--- src/rtl/di_periph_bridge.sv ---
// Device-interface endpoint bridge: turns single-cycle read/write strobes into a
// four-phase req/ack handshake to a slow peripheral, with timeout and overrun tracking.
module di_periph_bridge #(
  parameter logic [15:0] EP_ADDR        = 16'h0010,
  parameter int unsigned TIMEOUT_CYCLES = 255,
  parameter logic [15:0] TIMEOUT_DATA   = 16'hDEAD
) (
  input  logic        if_clock,
  input  logic        reset,
  input  logic [15:0] diEpAddr,
  input  logic [15:0] diRegAddr,
  input  logic [15:0] diRegDataIn,
  input  logic        diWrite,
  input  logic        diRead,
  output logic [15:0] diRegDataOut,
  output logic        rdwr_ready,
  output logic        periph_req,
  output logic        periph_we,
  output logic [15:0] periph_addr,
  output logic [15:0] periph_wdata,
  input  logic        periph_ack,
  input  logic [15:0] periph_rdata,
  output logic        timeout_flag,
  output logic        overrun_flag,
  input  logic        flag_clear
);

  localparam int unsigned AW = 16;
  localparam int unsigned DW = 16;
  localparam int unsigned TW = 16;
  localparam logic [TW-1:0] TIMER_LAST = TW'(TIMEOUT_CYCLES - 1);

  typedef enum logic [1:0] {
    ST_IDLE    = 2'd0,
    ST_REQ     = 2'd1,
    ST_RELEASE = 2'd2
  } state_e;

  state_e          state_q, state_d;
  logic            ready_q, ready_d;
  logic            req_q, req_d;
  logic            we_q, we_d;
  logic [AW-1:0]   addr_q, addr_d;
  logic [DW-1:0]   wdata_q, wdata_d;
  logic [DW-1:0]   rdata_q, rdata_d;
  logic [TW-1:0]   timer_q, timer_d;
  logic            tout_q, tout_d;
  logic            ovr_q, ovr_d;

  logic            ep_match;
  logic            strobe;
  logic            timer_last;
  logic [TW-1:0]   timer_inc;

  assign ep_match   = (diEpAddr == EP_ADDR);
  assign strobe     = ep_match & (diRead | diWrite);
  assign timer_last = (timer_q == TIMER_LAST);
  // Saturating increment so a huge timeout can never wrap back to zero.
  assign timer_inc  = (timer_q == {TW{1'b1}}) ? timer_q : timer_q + TW'(1);

  always_ff @(posedge if_clock) begin
    if (reset) begin
      state_q <= ST_IDLE;
      ready_q <= 1'b1;
      req_q   <= 1'b0;
      we_q    <= 1'b0;
      addr_q  <= '0;
      wdata_q <= '0;
      rdata_q <= '0;
      timer_q <= '0;
      tout_q  <= 1'b0;
      ovr_q   <= 1'b0;
    end else begin
      state_q <= state_d;
      ready_q <= ready_d;
      req_q   <= req_d;
      we_q    <= we_d;
      addr_q  <= addr_d;
      wdata_q <= wdata_d;
      rdata_q <= rdata_d;
      timer_q <= timer_d;
      tout_q  <= tout_d;
      ovr_q   <= ovr_d;
    end
  end

  always_comb begin
    state_d = state_q;
    ready_d = ready_q;
    req_d   = req_q;
    we_d    = we_q;
    addr_d  = addr_q;
    wdata_d = wdata_q;
    rdata_d = rdata_q;
    timer_d = timer_q;
    tout_d  = tout_q;
    ovr_d   = ovr_q;

    // Clear first so that any set below in the same cycle takes priority.
    if (flag_clear) begin
      tout_d = 1'b0;
      ovr_d  = 1'b0;
    end

    case (state_q)
      ST_IDLE: begin
        if (strobe) begin
          we_d    = diWrite;
          addr_d  = diRegAddr;
          wdata_d = diRegDataIn;
          req_d   = 1'b1;
          ready_d = 1'b0;
          timer_d = '0;
          state_d = ST_REQ;
        end
      end
      ST_REQ: begin
        timer_d = timer_inc;
        if (periph_ack) begin
          req_d   = 1'b0;
          timer_d = '0;
          if (!we_q) rdata_d = periph_rdata;
          state_d = ST_RELEASE;
        end else if (timer_last) begin
          req_d   = 1'b0;
          tout_d  = 1'b1;
          if (!we_q) rdata_d = TIMEOUT_DATA;
          ready_d = 1'b1;
          state_d = ST_IDLE;
        end
      end
      ST_RELEASE: begin
        if (!periph_ack) begin
          ready_d = 1'b1;
          state_d = ST_IDLE;
        end else if (timer_last) begin
          tout_d  = 1'b1;
          ready_d = 1'b1;
          state_d = ST_IDLE;
        end else begin
          timer_d = timer_inc;
        end
      end
      default: begin
        state_d = ST_IDLE;
      end
    endcase

    // A claimed strobe while busy is dropped but remembered.
    if (strobe && (state_q != ST_IDLE)) ovr_d = 1'b1;
  end

  assign rdwr_ready   = ready_q;
  assign periph_req   = req_q;
  assign periph_we    = we_q;
  assign periph_addr  = addr_q;
  assign periph_wdata = wdata_q;
  assign timeout_flag = tout_q;
  assign overrun_flag = ovr_q;
  assign diRegDataOut = ep_match ? rdata_q : '0;

endmodule
--- config.mk ---
export PLATFORM = sky130hd
export DESIGN_NAME = di_periph_bridge
export DESIGN_NICKNAME = d
export VERILOG_FILES = /design/src/rtl/di_periph_bridge.sv
export SDC_FILE = /design/constraint.sdc
export NUM_CORES = 1
export LEC_CHECK = 0
export ABC_CLOCK_PERIOD_IN_PS = 3000
export CAP_MARGIN = 20
export CORE_ASPECT_RATIO = 1.5
export CORE_MARGIN = 2
export CORE_UTILIZATION = 45
export CTS_BUF_LIST = sky130_fd_sc_hd__clkbuf_4 sky130_fd_sc_hd__clkbuf_8
export DETAILED_ROUTE_END_ITERATION = 6
export GPL_TIMING_DRIVEN = 0
export PLACE_DENSITY_LB_ADDON = 0.05
export SYNTH_ARGS = -nofsm -noshare
export SYNTH_HDL_FRONTEND = slang
export SYNTH_SLANG_ARGS = --single-unit
--- constraint.sdc ---
create_clock -name if_clock -period 3 [get_ports if_clock]
set_input_delay 0.45 -clock if_clock [delete_from_list [all_inputs] [get_ports if_clock]]
set_output_delay 0.45 -clock if_clock [all_outputs]
set_load 0.02 [all_outputs]
# After elaboration in Yosys (flattened, before gate mapping)
# Index checks and enable logic that the tools add are counted.
[word_totals]
reg_bits = 71
in_bits = 70
output_inout_bits = 53
wordCells = 68
[classes]
n_addsub = 1
eq_ne = 10
mux = 32
bitwise_logic = 3
reduce_logical = 12
[op_table]
columns = ["cell", "n"]
rows = [
  ["16-bit two-way mux", 10],
  ["16-bit one-hot mux with 3 select lines", 1],
  ["16-bit by 1-bit adder with 16-bit output (second input constant)", 1],
  ["16-bit == test (second input constant)", 1],
  ["16-bit by 5-bit == test with 1-bit output (second input constant)", 1],
  ["16-bit by 8-bit == test with 1-bit output (second input constant)", 1],
  ["1-bit two-way mux", 13],
  ["3-bit AND reduction", 3],
  ["2-bit two-way mux", 4],
  ["2-bit inequality test (second input constant)", 4],
  ["2-bit nonzero test", 4],
  ["2-bit one-hot mux with 3 select lines", 1],
  ["1-bit one-hot mux with 2 select lines", 2],
  ["4-bit AND reduction", 1],
  ["3-bit inequality test (second input constant)", 1],
  ["1-bit one-hot mux with 3 select lines", 1],
  ["3-bit nonzero test", 1],
  ["2-bit by 1-bit == test with 1-bit output (second input constant)", 1],
  ["2-bit == test (second input constant)", 1],
  ["2-bit logical NOT", 1],
  ["2-bit AND reduction", 1],
  ["1-bit bitwise AND", 1],
  ["1-bit logical AND", 1],
  ["1-bit NOT", 1],
  ["1-bit bitwise OR", 1],
]

# Logic depth before layout (Yosys ltp)
# Gate-level depths: netlist of the first run.
[depth]
ltp_word = 5
mapped_depth = 9
ltp_nobuf = 7

# Worst setup path before layout of the first run
# OpenSTA, ideal clock, no wires.
[synth_timing]
path_kind = "register to register"
startpoint = "register timer_q[12]"
endpoint = "register rdata_q[11]"
setup_ns = 0.088
arrival_time_ns = 2.313
required_ns = 2.912
setup_slack_ns = 0.598
stages_incl_launch_ff = 8
n_path_buf = 2
synth_period_minus_slack_ns = 2.402
cell_sequence = "dfxtp_1 > or4_1 > or4_1 > buf_2 > a211oi_4 > buf_6 > nor2_1 > a311oi_2"
[synth_via]
elab_chain_len = 3
[synth_lines]
columns = ["element", "line", "text"]
rows = [
  ["from (decl)", "46", "logic [TW-1:0] timer_q, timer_d;"],
  ["from (signal assigned)", "81", "timer_q <= timer_d;"],
  ["16-bit by 8-bit == test with 1-bit output", "57", "assign timer_last = (timer_q == TIMER_LAST);"],
  ["2-bit nonzero test (no line)", "n/a", ""],
  ["3-bit AND reduction (no line)", "n/a", ""],
  ["to (signal assigned)", "80", "rdata_q <= rdata_d;"],
  ["to (decl)", "45", "logic [DW-1:0] rdata_q, rdata_d;"],
]
# No other way between the ends.
# A chain may end at the register's enable or synchronous reset.

# Worst setup path after layout of the first run
[layout_timing]
startpoint = "input diEpAddr[1]"
endpoint = "output diRegDataOut[12]"
[layout_via]
elab_chain_len = 2
[layout_lines]
columns = ["element", "line", "text"]
rows = [
  ["from (decl)", "10", "input logic [15:0] diEpAddr,"],
  ["16-bit by 5-bit == test with 1-bit output", "55", "assign ep_match = (diEpAddr == EP_ADDR);"],
  ["16-bit two-way mux", "160", "assign diRegDataOut = ep_match ? rdata_q : '0;"],
  ["to (decl)", "15", "output logic [15:0] diRegDataOut,"],
]
# No other way between the ends.

==> flow_summary.ini, run 1 <==
[floorplanning]
die_x_um = 74.14
initial_utilization_pct = 46.25
core_um2 = 7179
pin_count = 123
die-area_um2 = 8097
die_y_um = 109.2
row_count = 38

[route]
drcViolationCount = 0
wl_mm = 9.680
num_vias = 3531
routedWlPerCell_um = 14.78
antenna_left = 0
drt_pass1_iterations = 5
via_per_inst = 5.391
drtIter0Drc = 165

[global_routing]
antenna_found_initial = 0
grt_pass1_vias = 3395
grt.total_usage_pct = 24.38
grtUsageMet3_pct = 6.285
grt_use_met1_pct = 25.30
use_met2_pct = 43.69
grt_max_degree = 13
grt_pass1_wl_mm = 15.25
grt_overflow = 0
busiest_layer = met2

[logic_synthesis]
synthesis.nets = 493
synth_compound_area_share_pct = 23.51
ys_warn_count = 0
synth_fa_ha_area_share_pct = 2.261
synth.cell_area_um2 = 3321
yosys.area.top_type_share_pct = 42.80
synth-edff-count = 0
synthMuxAreaShare_pct = 0
synth_top_family_by_area = simple AND/OR/NAND/NOR gates
yosysTopAreaCell = dfxtp_1
synth-xor-area-share_pct = 0
synthDistinctLibCells = 46
synthTopCellsByArea = dfxtp_1, nand2_1, a21oi_1
synthArstFlopShare_pct = 0
synth-simple-area-share_pct = 25.51
seq_area_frac_synth_pct = 42.80
synthFlopType = dfxtp_1
ys_seq_elements = 71
syn_inst = 417
postSynthAreaPerCell_um2 = 7.963

[clocking]
insertion_delay_ns = 0.35
cts-root-buf = clkbuf_8
cts_tree = yes
hold_buffers = 0
cts_buffers = 9
htreeDepth = 3
clock_path_buffers = 2
numClockSinks = 71
clk_pin_slew_ns = 0.08

[layout]
final_util_pct = 68.96
nNetsFinal = 626
area.sequential_um2 = 1421
multi_input_area_um2 = 1710
final_area_um2 = 4951
diodes = 0
syn2layout_area_growth_pct = 49.10
n_fill_cell = 642
layout-drive-gt1-share_pct = 5.766

[critical_path]
end_kind = primary output
worst_setup_path_start_kind = input pin
cp_max_fo = 10
required_ns = 2.55
worstSetupPathType = input pin to primary output
arrival_ns = 2.36
reg2reg_depth = 6

[outcome]
outcome = finished, final reports clean

[placement]
dp_hpwl_mm = 7.375
dpl_cell_area_um2 = 4657
port_buffers = 121
gp_congestion = 0.8843

[timing]
tns_ns = 0
rsz0062_at_grt = false
setup_violations = 0
max-slew-margin-rel_pct = 53.37
tightest_slew_ns = 0.6941
hold_ws_ns = 0.4495
period_share_pct = 93.57
final.min_clock_period_ns = 2.807
slew_viol_final = 0
hold_violations = 0
fmax_ghz = 0.3562
finClkSkew_ns = 0.008235

[pwr]
power.leakage_nw = 1.836
ir_drop_mv = 0.2947
power_density_nw_per_um2 = 423.7

[worst_hold_path]
hold_depth = 2
hold_class = register to register

[run]
drv_cap = 0
-- Yosys cell counts (2+ instances only) --
cell type	instances
nand2_1	85
dfxtp_1	71
inv_1	22
nor2_1	22
a211oi_1	9
and2_1	18
o21ai_0	13
a311oi_2	4
nand4b_1	2
nand3_1	15
a311oi_1	7
nor2b_1	3
buf_6	2
ha_1	6
a41oi_1	2
and3_1	5
or4_1	2
nor3_1	5
nand4_1	2
a21oi_1	45
a31oi_1	9
o21a_1	2
nor4_1	6
and4_1	6
a211o_1	3
a32o_1	5
or3_1	3
o211ai_1	3
clkbuf_1	23
-- path summary, 6_finish.rpt --
check / end / from / slack (ns)
max: diRegDataOut[12] / diEpAddr[1] / 0.19
max reg2reg: timer_q[14]$_SDFFE_PP0P_ / timer_q[12]$_SDFFE_PP0P_ / 0.27
min: periph_addr[3]$_SDFFE_PP0P_ / periph_addr[3]$_SDFFE_PP0P_ / 0.45
min reg2reg: periph_addr[3]$_SDFFE_PP0P_ / periph_addr[3]$_SDFFE_PP0P_ / 0.45
-- worst max-delay path, stage by stage --
cell	delay, ns
clkdlybuf4s50_1	0.42
nor4_2	0.26
and4_2	0.30
clkbuf_2	0.21
clkbuf_2	0.22
and2_1	0.14
dlygate4sd2_1	0.35
-- cells in the final DEF, fill, tap and decap left out, drive strengths merged, types with 9 or more instances in the layout --
cell type      netlist  routed
and2                18      18
a211oi              10      10
o21ai               14      14
clkdlybuf4s50        0     105
clkbuf              23      34
nand3               15      15
nor2                22      22
nand2               85      85
a21oi               45      45
a311oi              11      11
a31oi                9       9
dlygate4sd2          0      10
dfxtp               71      71
inv                 22      22
-- cell type report --
cell class	instances	area share (%)
plain buffers	26	2.350
clock buffers	11	2.932
clock inverters	5	2.603
inverters	22	1.668
multi-input cells	298	34.55
flip-flops and latches	71	28.71
well taps	100	2.527
repair buffers	122	24.67
-- flip-flops by register name, summed over array words and instances (netlist names) --
signal	flops
periph_req	1
periph_we	1
timer_q	16
timeout_flag	1
overrun_flag	1
rdata_q	16
periph_addr	16
rdwr_ready	1
periph_wdata	16
state_q	2
-- through the flow --
step	power [W]	cells	setup WS, ns
after global routing	0.002168	655	0.01508
after global placement	0.001092	638	-0.3841
after floorplan	0.0009920	417	0.5985
after detailed placement	0.001093	638	-0.4134
after CTS	0.002113	655	0.09000
final	0.002098	655	0.1928
-- cell families (layout without fill, tap and decap cells) --
kind of cell / Yosys count / in the layout
AOI/OAI and AO/OA: 114 / 114
adders and majority gates: 6 / 6
buffers and inverters: 48 / 186
DFF: 71 / 71
and+or+nand+nor: 178 / 178
-- metal layers --
metal / vias to the layer above / routed length, um
met5: - / 0
met4: 0 / 363
met3: 32 / 577
met2: 119 / 5133
met1: 1634 / 3606
li1: 1746 / -
-- report_power, final --
part	leakage (nW)	switching [W]	internal, W
Sequential	0.572	0.0000000838	0.000942
Clock	0.137	0.000355	0.000670
Combinational	1.13	0.0000453	0.0000851
Total	1.84	0.000401	0.00170
-- timing repair --
item                                    CTS  global route
gates resized for setup                  13             7
buffers inserted                          1             0
endpoints found under the setup margin   16            11
pin swaps                                 1             0
No activity file was read; power rests on OpenSTA's default activity.
==> run 2, diff against run 1 <==
Settings changed: CORE_ASPECT_RATIO 1.5 to unset.
==> run 2 against run 1 <==
  * Die area shrank 0.18%
  * Register-to-register slack lost 0.03 ns
  * Via count shrank 0.42%
  * Core utilization shrank 0.65 points
  * Clock-buffer cell count is the same
  * Flip-flop and latch count is the same
  * Highest routed layer unchanged
  * Power shrank 8.3%
  * First-iteration DRC count shrank 8.5%
  * Routed wire length shrank 3.2%
==> flow_summary.ini, run 2 (same netlist as run 1, synthesis figures left out) <==
[pwr]
power.total_w = 0.001924
power.leakage_nw = 1.810
ir_drop_mv = 0.2605
power_density_nw_per_um2 = 390.4

[route]
routedWlPerCell_um = 14.33
drcViolationCount = 0
drt_pass1_iterations = 5
num_vias = 3516
drtIter0Drc = 151
antenna_left = 0
via_per_inst = 5.376
wl_mm = 9.370

[clocking]
cts_buffers = 9
clk_pin_slew_ns = 0.07
numClockSinks = 71
clock_path_buffers = 2
cts-root-buf = clkbuf_8
htreeDepth = 3
cts_tree = yes
insertion_delay_ns = 0.34
hold_buffers = 0

[global_routing]
grt_pass1_vias = 3186
grt_pass1_wl_mm = 15.50
grt.total_usage_pct = 23.14
antenna_found_initial = 0
grt_overflow = 0
grt_max_degree = 13

[critical_path]
rr_startpoint = timer_q[12]$_SDFFE_PP0P_
r2r_end = timer_q[4]$_SDFFE_PP0P_
cp_max_fo = 10
worstSetupPathType = input pin to primary output
required_ns = 2.55
worst_setup_path_start_kind = input pin
end_kind = primary output
reg2reg_depth = 6
r2r_slack_ns = 0.24
arrival_ns = 2.39

[placement]
port_buffers = 121
gp_congestion = 0.8703
dpl_cell_area_um2 = 4656
dp_hpwl_mm = 6.786

[layout]
final_area_um2 = 4928
diodes = 0
mostFrequentLayoutCell = clkdlybuf4s50_1
nNetsFinal = 626
syn2layout_area_growth_pct = 48.42
layout-drive-gt1-share_pct = 6.126
final_cell_mix = clkdlybuf4s50_1, nand2_1, dfxtp_1

[timing]
rsz0062_at_grt = false
fmax_ghz = 0.3518
period_share_pct = 94.75
max-slew-margin-rel_pct = 52.19
final.min_clock_period_ns = 2.843
finClkSkew_ns = 0.007313
slew_viol_final = 0
setup_violations = 0
hold_violations = 0
hold_ws_ns = 0.4497
tightest_slew_ns = 0.7117

[floorplanning]
die_y_um = 89.90
die_x_um = 89.90
pin_count = 123
die-area_um2 = 8082
core_um2 = 7214
initial_utilization_pct = 46.03
row_count = 31

[run]
drv_cap = 0

[worst_hold_path]
hold_depth = 2
hold_class = register to register
whs_endpoint = rdata_q[8]$_SDFFE_PP0P_
hp-start = rdata_q[8]$_SDFFE_PP0P_

[outcome]
outcome = finished, final reports clean
run 2: worst max-delay path: stages:
cell             delay, ns
clkdlybuf4s50_1       0.43
nor4_2                0.30
and4_2                0.27
clkbuf_4              0.19
and2_1                0.15
clkdlybuf4s50_1       0.60
run 2: worst max-delay path by stage:
stage | from | end | slack [ns] | depth (start not counted)
floorplan | timer_q[12]$_SDFFE_PP0P_ | rdata_q[11]$_SDFFE_PP0P_ | 0.60 | 7
global placement | diEpAddr[2] | diRegDataOut[7] | -0.40 | 7
detailed placement | diEpAddr[2] | diRegDataOut[11] | -0.39 | 7
CTS | diEpAddr[9] | diRegDataOut[9] | 0.003 | 7
global route | diEpAddr[10] | diRegDataOut[1] | 0.07 | 6
finish | diEpAddr[1] | diRegDataOut[4] | 0.16 | 6
run 2: where the power goes:
part	internal [W]	switching (W)
clock	0.000489	0.000363
sequential	0.000942	0.0000000738
combinational	0.0000855	0.0000456
run 2: final cells by class:
type,instances,area [um2]
multi-input cells,298,1723
flip-flops and latches,71,1421
clock buffers,11,138.9
clock inverters,5,81.33
repair buffers,122,1236
plain buffers,26,121.4
fillers,618,2286
inverters,22,82.58
well taps,99,123.9
run 2: per-layer routing:
| metal | global-route usage, % | part of all wire (%) | wire (um) | up-vias |
|---|---|---|---|---|
| met2 | 37.50 | 48 | 4486 | 138 |
| met3 | 5.029 | 7.2 | 673 | 16 |
| met4 | 8.590 | 1.4 | 129 | 0 |
| met5 | 0 | 0 | 0 | - |
| met1 | 30.46 | 44 | 4080 | 1619 |
| li1 | - | - | - | 1743 |
run 2: what timing repair did:
action                     4_1_cts  5_1_grt
setup buffers                    1        0
resized for setup                7       11
setup endpoints to repair       16        8
run 2: through the flow:
stage / util [%] / cells / worst slack, ns / setup TNS [ns]
after floorplan: - / 417 / 0.5985 / 0
after global placement: 64.53 / 637 / -0.4021 / -4.418
after detailed placement: 64.53 / 637 / -0.3871 / -4.138
after CTS: 67.78 / 654 / 0.002822 / 0
after global routing: 68.31 / 654 / 0.06901 / 0
final: 68.31 / 654 / 0.1575 / 0
==> run 3, diff against run 2 <==
Settings changed: ABC_AREA set to 1, CTS_CLUSTER_SIZE set to 8, PLACE_DENSITY_LB_ADDON 0.05 to 0.08.
==> run 3 against run 2 <==
  * Non-clock buffer count fell by 3
  * Global-route usage down 0.62 points
  * Combinational power is 6% higher
  * Sequential power about the same
==> flow_summary.ini, run 3 <==
[timing]
setup_violations = 0
max-slew-margin-rel_pct = 65.98
slew_viol_final = 0
fmax_ghz = 0.3540
tightest_slew_ns = 0.5103
rsz0062_at_grt = false
period_share_pct = 94.16
finClkSkew_ns = 0.009841
hold_violations = 0
final.min_clock_period_ns = 2.825
tns_ns = 0

[clocking]
clk_pin_slew_ns = 0.07
insertion_delay_ns = 0.35
hold_buffers = 0
cts_buffers = 9
cts_tree = yes
cts-root-buf = clkbuf_8
htreeDepth = 3
post_cts_buffers = 0
numClockSinks = 71
clock_path_buffers = 2

[logic_synthesis]
synth_most_common_cell = nor2_1
yosys.area.top_type_share_pct = 38.88
postSynthAreaPerCell_um2 = 6.990
ys_seq_elements = 71
yosysTopAreaCell = dfxtp_1
synthFlopType = dfxtp_1
synth.cell_area_um2 = 3656
synthesis.nets = 599
synth-edff-count = 0
ys_warn_count = 0
ys_top_cells_by_count = nor2_1, nand2_1, dfxtp_1
syn_inst = 523
synthDistinctLibCells = 33
synthArstFlopShare_pct = 0
synthTopCellsByArea = dfxtp_1, nor2_1, nand2_1
seq_area_frac_synth_pct = 38.88

[route]
routedWlPerCell_um = 12.80
num_vias = 3776
wl_mm = 9.755
via_per_inst = 4.955
antenna_left = 0
drt_pass1_iterations = 5
drtIter0Drc = 163
drcViolationCount = 0

[critical_path]
cpPeakStageDelay_ns = 0.61
worst_setup_path_start_kind = input pin
worstSetupPathType = input pin to primary output
path_buf_inv = 4
critPathSlowestCell = clkdlybuf4s50_1
required_ns = 2.55
startpoint = diEpAddr[4]
crit_chain = clkdlybuf4s50_1, inv_1, nor2_1, nand2_1, nor2_2, nand2_2, clkbuf_2, nor2_1, clkdlybuf4s50_1
path_delay_family = buffers and inverters
end_kind = primary output
rr_startpoint = state_q[1]$_SDFFE_PP0N_
arrival_ns = 2.37
cp_max_fo = 10

[worst_hold_path]
hold_class = register to register
hp-start = rdata_q[0]$_SDFFE_PP0P_

[pwr]
power.leakage_nw = 2.122
power_density_nw_per_um2 = 343.0
ir_drop_mv = 0.2418
power.total_w = 0.001784

[run]
drv_cap = 0

[layout]
final_cell_mix = clkdlybuf4s50_1, nor2_1, nand2_1
mostFrequentLayoutCell = clkdlybuf4s50_1
layout-drive-gt1-share_pct = 12.73
nNetsFinal = 731
diodes = 0
syn2layout_area_growth_pct = 42.27

[placement]
gp_congestion = 0.9155
port_buffers = 121
dp_hpwl_mm = 7.469

[floorplanning]
row_count = 32
pin_count = 123
die_y_um = 94.14
core_um2 = 7807
initial_utilization_pct = 46.83
die-area_um2 = 8861
die_x_um = 94.14

[global_routing]
grt_max_degree = 14
grt_pass1_vias = 3524
antenna_found_initial = 0
grt_overflow = 0
grt_pass1_wl_mm = 15.96
grt.total_usage_pct = 22.52

[outcome]
outcome = finished, final reports clean
run 3: cell types whose count changed after synthesis, moves of 8 or more:
cell / before / now
a211oi_1: 9 / 0
a21oi_1: 45 / 27
a21oi_2: 0 / 13
a31oi_1: 9 / 0
and2_1: 18 / 0
inv_1: 22 / 54
nand2_1: 85 / 73
nand2_2: 0 / 8
nand3_1: 15 / 29
nor2_1: 22 / 81
nor3_1: 5 / 40
o21ai_0: 13 / 46
or2_2: 1 / 12
run 3: worst register-to-register path, stage by stage, from the launching register on:
cell,delay (ns)
dfxtp_1,0.42
inv_1,0.09
ha_1,0.34
inv_1,0.09
a21oi_2,0.30
inv_1,0.17
nor2_1,0.30
nand3_1,0.11
o21ai_0,0.09
run 3: layout make-up:
type | count | area [um2]
tap | 102 | 127.6
clock buffer | 10 | 137.6
buffer | 24 | 125.1
timing repair buffer | 121 | 1231
clock inverter | 6 | 45.04
sequential | 71 | 1421
inverter | 59 | 221.5
multi-input combinational | 369 | 1892
fill | 727 | 2606
run 3: report_power, final:
| part | leakage, nW | switching, W | total [W] | internal [W] |
|---|---|---|---|---|
| Clock | 0.0849 | 0.000378 | 0.000703 | 0.000325 |
| Combinational | 1.47 | 0.0000468 | 0.000139 | 0.0000924 |
| Sequential | 0.572 | 0.000000123 | 0.000942 | 0.000942 |
| Total | 2.12 | 0.000425 | 0.00178 | 0.00136 |
run 3: routing by layer:
metal / track usage (%) / vias up / wire length [um] / part of all wire (%)
li1: - / 1958 / - / -
met1: 28.10 / 1704 / 4233 / 43
met2: 36.43 / 106 / 4655 / 48
met3: 8.106 / 8 / 785 / 8.0
met4: 6.643 / 0 / 81 / 0.83
met5: 0 / - / 0 / 0
run 3: worst paths after layout:
path	slack [ns]	end	cells past startpoint
setup / recovery	0.18	diRegDataOut[14]	9
hold / removal	0.46	rdata_q[0]$_SDFFE_PP0P_	2
setup reg to reg	1.02	timer_q[12]$_SDFFE_PP0P_	8
hold reg to reg	0.46	rdata_q[0]$_SDFFE_PP0P_	2
run 3: logic make-up after synthesis:
family | after synthesis | synth area share (%)
DFF | 71 | 38.88
AOI/OAI and AO/OA | 96 | 15.54
xor gates and xnor gates | 2 | 0.4792
adders and majority gates | 6 | 2.053
and+or+nand+nor | 265 | 33.61
buffers and inverters | 83 | 9.445
run 3: per-stage QoR:
step | hold slack, ns | util [%] | setup WS (ns) | instances | area [um2]
4_1_cts | 0.4604 | 66.33 | 0.05023 | 762 | 5179
3_5_place_dp | 0.4495 | 63.97 | -0.01565 | 746 | 4995
2_1_floorplan | 0.4303 | - | 1.106 | 523 | 3656
5_1_grt | 0.4854 | 66.62 | 0.009606 | 762 | 5201
3_3_place_gp | 0.4409 | 63.97 | 0.04621 | 746 | 4995
6_report | 0.4589 | 66.62 | 0.1751 | 762 | 5201
run 3: timing repair:
item / 4_1_cts / 5_1_grt
endpoints found under the setup margin: 2 / 10
pin swaps: 0 / 0
gates resized for setup: 1 / 9
